### src/rtl/imm_gen_pkg.sv
// Shared definitions for the immediate generator pipeline:
// format codes and the base RV32/RV64 opcode map.
package imm_gen_pkg;

    typedef enum logic [2:0] {
        FMT_NONE    = 3'd0,
        FMT_I       = 3'd1,
        FMT_I_SHAMT = 3'd2,
        FMT_S       = 3'd3,
        FMT_B       = 3'd4,
        FMT_U       = 3'd5,
        FMT_J       = 3'd6
    } fmt_e;

    localparam logic [6:0] OPC_LOAD     = 7'b0000011;
    localparam logic [6:0] OPC_JALR     = 7'b1100111;
    localparam logic [6:0] OPC_OP_IMM   = 7'b0010011;
    localparam logic [6:0] OPC_STORE    = 7'b0100011;
    localparam logic [6:0] OPC_BRANCH   = 7'b1100011;
    localparam logic [6:0] OPC_LUI      = 7'b0110111;
    localparam logic [6:0] OPC_AUIPC    = 7'b0010111;
    localparam logic [6:0] OPC_JAL      = 7'b1101111;
    localparam logic [6:0] OPC_OP       = 7'b0110011;
    localparam logic [6:0] OPC_OP_IMM32 = 7'b0011011;
    localparam logic [6:0] OPC_OP32     = 7'b0111011;

    localparam logic [2:0] F3_SLL = 3'b001;
    localparam logic [2:0] F3_SRX = 3'b101;

    function automatic logic is_shift(input logic [2:0] f3);
        return (f3 == F3_SLL) || (f3 == F3_SRX);
    endfunction

endpackage

### src/rtl/imm_decode.sv
// Combinational opcode classification and immediate extraction
// for one RV32/RV64 instruction word.
module imm_decode
    import imm_gen_pkg::*;
#(
    parameter int XLEN = 32
) (
    input  logic [31:0]     instr_i,
    output logic [XLEN-1:0] imm_o,
    output fmt_e            fmt_o,
    output logic            illegal_o
);

    localparam bit RV64 = (XLEN == 64);

    logic [6:0] opc;
    logic [2:0] f3;

    logic signed [11:0] imm_i;
    logic signed [11:0] imm_s;
    logic signed [12:0] imm_b;
    logic signed [31:0] imm_u;
    logic signed [20:0] imm_j;

    assign opc = instr_i[6:0];
    assign f3  = instr_i[14:12];

    assign imm_i = $signed(instr_i[31:20]);
    assign imm_s = $signed({instr_i[31:25], instr_i[11:7]});
    assign imm_b = $signed({instr_i[31], instr_i[7],
                            instr_i[30:25], instr_i[11:8], 1'b0});
    assign imm_u = $signed({instr_i[31:12], 12'b0});
    assign imm_j = $signed({instr_i[31], instr_i[19:12],
                            instr_i[20], instr_i[30:21], 1'b0});

    always_comb begin
        fmt_o     = FMT_NONE;
        illegal_o = 1'b0;
        unique case (1'b1)
            (opc == OPC_LOAD),
            (opc == OPC_JALR):
                fmt_o = FMT_I;
            (opc == OPC_OP_IMM),
            (RV64 && (opc == OPC_OP_IMM32)):
                fmt_o = is_shift(f3) ? FMT_I_SHAMT : FMT_I;
            (opc == OPC_STORE):
                fmt_o = FMT_S;
            (opc == OPC_BRANCH):
                fmt_o = FMT_B;
            (opc == OPC_LUI),
            (opc == OPC_AUIPC):
                fmt_o = FMT_U;
            (opc == OPC_JAL):
                fmt_o = FMT_J;
            (opc == OPC_OP),
            (RV64 && (opc == OPC_OP32)):
                fmt_o = FMT_NONE;
            default:
                illegal_o = 1'b1;
        endcase
    end

    // Only the 64-bit OP-IMM shifts use the sixth shamt bit
    always_comb begin
        imm_o = '0;
        unique case (fmt_o)
            FMT_I: imm_o = XLEN'(imm_i);
            FMT_S: imm_o = XLEN'(imm_s);
            FMT_B: imm_o = XLEN'(imm_b);
            FMT_U: imm_o = XLEN'(imm_u);
            FMT_J: imm_o = XLEN'(imm_j);
            FMT_I_SHAMT: begin
                if (RV64 && (opc == OPC_OP_IMM))
                    imm_o = XLEN'(instr_i[25:20]);
                else
                    imm_o = XLEN'(instr_i[24:20]);
            end
            default: imm_o = '0;
        endcase
    end

endmodule

### src/rtl/imm_gen_pipe.sv
// Immediate generator: decode at input, 2-entry result FIFO,
// valid/ready on both sides and a saturating illegal-opcode counter.
module imm_gen_pipe
    import imm_gen_pkg::*;
#(
    parameter int XLEN  = 32,
    parameter int TAG_W = 4
) (
    input  logic             clk,
    input  logic             rst,
    input  logic             in_valid,
    output logic             in_ready,
    input  logic [31:0]      in_instr,
    input  logic [TAG_W-1:0] in_tag,
    output logic             out_valid,
    input  logic             out_ready,
    output logic [XLEN-1:0]  out_imm,
    output logic [2:0]       out_fmt,
    output logic [TAG_W-1:0] out_tag,
    output logic             out_illegal,
    output logic [15:0]      ill_cnt
);

    logic [XLEN-1:0] dec_imm;
    fmt_e            dec_fmt;
    logic            dec_ill;

    imm_decode #(
        .XLEN(XLEN)
    ) u_dec (
        .instr_i  (in_instr),
        .imm_o    (dec_imm),
        .fmt_o    (dec_fmt),
        .illegal_o(dec_ill)
    );

    logic [XLEN-1:0]  imm_q [2];
    fmt_e             fmt_q [2];
    logic [TAG_W-1:0] tag_q [2];
    logic [1:0]       ill_q;

    logic       rd_ptr_q, rd_ptr_d;
    logic       wr_ptr_q, wr_ptr_d;
    logic [1:0] cnt_q, cnt_d;
    logic [15:0] ill_cnt_q, ill_cnt_d;

    logic push;
    logic pop;

    // in_ready depends only on state and rst, never on out_ready
    assign in_ready  = (cnt_q != 2'd2) && !rst;
    assign out_valid = (cnt_q != 2'd0);

    assign push = in_valid && in_ready;
    assign pop  = out_valid && out_ready;

    always_comb begin
        wr_ptr_d  = wr_ptr_q ^ push;
        rd_ptr_d  = rd_ptr_q ^ pop;
        cnt_d     = cnt_q;
        ill_cnt_d = ill_cnt_q;
        if (push && !pop)
            cnt_d = cnt_q + 2'd1;
        else if (pop && !push)
            cnt_d = cnt_q - 2'd1;
        if (push && dec_ill && (ill_cnt_q != 16'hFFFF))
            ill_cnt_d = ill_cnt_q + 16'd1;
    end

    always_ff @(posedge clk or posedge rst) begin
        if (rst) begin
            rd_ptr_q  <= 1'b0;
            wr_ptr_q  <= 1'b0;
            cnt_q     <= 2'd0;
            ill_cnt_q <= 16'd0;
            ill_q     <= 2'b00;
            for (int i = 0; i < 2; i++) begin
                imm_q[i] <= '0;
                fmt_q[i] <= FMT_NONE;
                tag_q[i] <= '0;
            end
        end else begin
            rd_ptr_q  <= rd_ptr_d;
            wr_ptr_q  <= wr_ptr_d;
            cnt_q     <= cnt_d;
            ill_cnt_q <= ill_cnt_d;
            if (push) begin
                imm_q[wr_ptr_q] <= dec_imm;
                fmt_q[wr_ptr_q] <= dec_fmt;
                tag_q[wr_ptr_q] <= in_tag;
                ill_q[wr_ptr_q] <= dec_ill;
            end
        end
    end

    assign out_imm     = imm_q[rd_ptr_q];
    assign out_fmt     = fmt_q[rd_ptr_q];
    assign out_tag     = tag_q[rd_ptr_q];
    assign out_illegal = ill_q[rd_ptr_q];
    assign ill_cnt     = ill_cnt_q;

endmodule
### config.mk
export PLATFORM = sky130hd
export DESIGN_NAME = imm_gen_pipe
export DESIGN_NICKNAME = d
export VERILOG_FILES = /design/src/rtl/imm_gen_pkg.sv /design/src/rtl/imm_decode.sv /design/src/rtl/imm_gen_pipe.sv
export SDC_FILE = /design/constraint.sdc
export NUM_CORES = 1
export LEC_CHECK = 0
export CAP_MARGIN = 20
export CORE_MARGIN = 1.5
export CORE_UTILIZATION = 40
export CTS_CLUSTER_SIZE = 28
export DETAILED_ROUTE_END_ITERATION = 10
export PLACE_DENSITY = 0.72
export SLEW_MARGIN = 20
export SYNTH_ARGS = -nofsm -noshare
export SYNTH_HDL_FRONTEND = slang
export SYNTH_SLANG_ARGS = --single-unit
### constraint.sdc
create_clock -name clk -period 6.2 [get_ports clk]
set_input_delay 0.62 -clock clk [delete_from_list [all_inputs] [get_ports clk]]
set_output_delay 0.62 -clock clk [all_outputs]
set_load 0.01 [all_outputs]
==> out/metrics.cfg <==
[run_status]
run_status=completed

[layout]
nFillCells=1093
drive_gt1_share_pct=13.1
register_area_um2=2500
stdcell_area_um2=6330
fin_cells=742
postLayoutCoreUtil_pct=52.5
multi_input_comb_area_um2=2250
final_net_count=615
area_growth_pct=28.0
antenna_cells=0

[detailed_routing]
first_pass_iters=5
post_drt_wl_per_cell_um=16.0
vias=4030
first_iter_violations=343
final_antenna_net_count=0
avgViaCountPerCell=5.43
routed_wl_um=11900
drc=0

[synth]
synth_edf_count=0
yosysUniqueCellTypes=44
synth_common_cells=dfrtp_1 (100), nor2_1 (54), mux2_2 (43)
syn-cell-area_um2=4950
yosysTopAreaCellShare_pct=50.6
synth.most_common_cell=dfrtp_1
synth_top_family_by_area=simple AND/OR/NAND/NOR gates
async_flop_share_pct=100
synth_compound_area_share_pct=14.9
netlist_instances=491
synth_warnings=0
yosysSeqAreaShare_pct=50.6
synthSimpleGateAreaFrac_pct=16.2
synth_fa_ha_area_share_pct=1.01
ys.flop_type=dfrtp_1
ys_seq_elements=100
syn_nets=535
synthXorXnorAreaFrac_pct=3.36
avgSynthCellArea_um2=10.1
yosys-top-cells-area=dfrtp_1 (51%), mux2_2 (9.8%), nor2_1 (4.1%), a31oi_1 (3.8%), xnor2_1 (3.0%)
muxShareOfSynthArea_pct=10.0
synth_top_cell_by_area=dfrtp_1

[sta]
max_freq_mhz=331
max_slew_margin_pct=28.7
hold-worst-slack_ps=497
setup_ws_ps=3180
tightest_slew_ps=1070
rsz0062_at_grt=no
finalCritPeriodShare_pct=48.7
finalSetupViolations=0
hold_viol_final=0
layout_min_cycle_time_ps=3020
skew_ps=6.05
slew_viol_final=0
setup-tns-final_ps=0

[clock_tree]
htreeDepth=3
cts_tree=built
cts_buffers=9
cts_root_buf=clkbuf_16
clock_sinks=100
cts-resized-gates=0
cts_hold_buf=0
clk_pin_slew_worst_paths_ps=70
insertion_delay_ps=340
clock_path_buffers=2
cts_setup_buffers=0

[floorplanning]
io-pin-count=98
rows=40
die_w_um=114
core_um2=12100
initial_core_util_pct=41.0
die_y_um=114
dieArea_um2=13000

[placed_design]
dpl-instance-area_um2=6040
dp.cells=728
io_buffer_count=97
dp_slack_ps=2800
gp_congestion=0.813
place_hpwl_um=8050

[critical_path]
startpoint=in_instr[12]
r2r_start=cnt_q[1]$_DFFE_PP0P_
crit_path_end_kind=flop
reg2reg_slack_ps=3480
arrival_ps=3260
cp.required_ps=6440
critPathKind=input port to flop
rr_worst_depth=5
worstPathMaxFanout=22
worst_r2r_endpoint=fmt_q[0]$_DFFE_PP0P_
start_kind=input port

[global_route]
antenna_found_initial=0
grt_max_degree=67
overflow=0
grtUsageTotal_pct=18.8
grt_pass1_wl_um=19300
grt_pass1_vias=3968

[worst_hold_path]
hp-class=flop to flop
min_to=cnt_q[1]$_DFFE_PP0P_
min_from=cnt_q[1]$_DFFE_PP0P_
whs_path_depth=1

[flow_run]
max_cap_viol_count=0

[pwr]
peakVddDrop_uv=295
power.density_nw_per_um2=443
p_total_mw=2.80
power.leakage_nw=2.53

## power by group
group,switching (mW),internal [mW]
clock,0.231,0.319
combinational,0.469,0.671
sequential,0.206,0.908
total,0.906,1.90
## worst max path at each step
| stage | end | slack, ps | cells past startpoint |
|---|---|---|---|
| CTS | fmt_q[0]$_DFFE_PP0P_ | 3160 | 6 |
| floorplan | cnt_q[0]$_DFFE_PP0P_ | 2960 | 1 |
| global placement | fmt_q[0]$_DFFE_PP0P_ | 2900 | 6 |
| detailed placement | fmt_q[0]$_DFFE_PP0P_ | 2800 | 6 |
| finish | imm_q[27]$_DFFE_PP0P_ | 3180 | 6 |
| global route | fmt_q[0]$_DFFE_PP0P_ | 2920 | 6 |
## cells in the final DEF (no fill, tap or decap), types with 5 or more instances in the layout
master           instances
dfrtp_1                 99
clkdlybuf4s50_1         97
nor2_1                  54
mux2_2                  43
a31oi_1                 30
a21oi_1                 28
nand2_1                 24
o21ai_0                 22
nand4_1                 22
inv_1                   20
xnor2_1                 17
nand2b_1                10
o22ai_1                 10
nand3_1                  9
a22oi_1                  9
clkbuf_16                9
and3_1                   7
and2_1                   7
nor2b_1                  5
a21boi_0                 5
## layout make-up
type                       count  share of cell area [%]
multi-input combinational    339                    35.6
clock buffer                  10                    3.77
inverter                      21                    1.28
tap                          168                    3.32
timing repair buffer         100                    15.7
clock inverter                 4                   0.810
sequential                   100                    39.5
## registers in the layout, summed over array words and instances, names as in the netlist
signal,count
imm_q,64
rd_ptr_q,1
ill_cnt,16
cnt_q,2
ill_q,2
wr_ptr_q,1
tag_q,8
fmt_q,6
## critical path, cell delays in order
cell,delay (ps)
clkdlybuf4s50_1,420
nor2b_1,180
o21ai_0,280
a21o_1,620
nand3_1,740
a31oi_1,390
## cells by family (layout without fill, tap and decap cells)
kind of cell    after synthesis  count (layout)
fa+ha+maj                     4               4
simple gates                155             155
mux                          44              44
xor+xnor                     19              19
flops                       100             100
buf+inv                      52             135
compound gates              117             117
## per-layer routing
layer  routed length, µm  up-vias  track usage [%]  part of all wire [%]
met5                   0        -                0                     0
met4                 207        0             6.33                   1.7
met3                 802       19             4.76                   6.8
met2                5750      134             30.4                    48
met1                5120     1969             24.6                    43
li1                    -     1908                -                     -
Power figures use the tool's default switching activity.
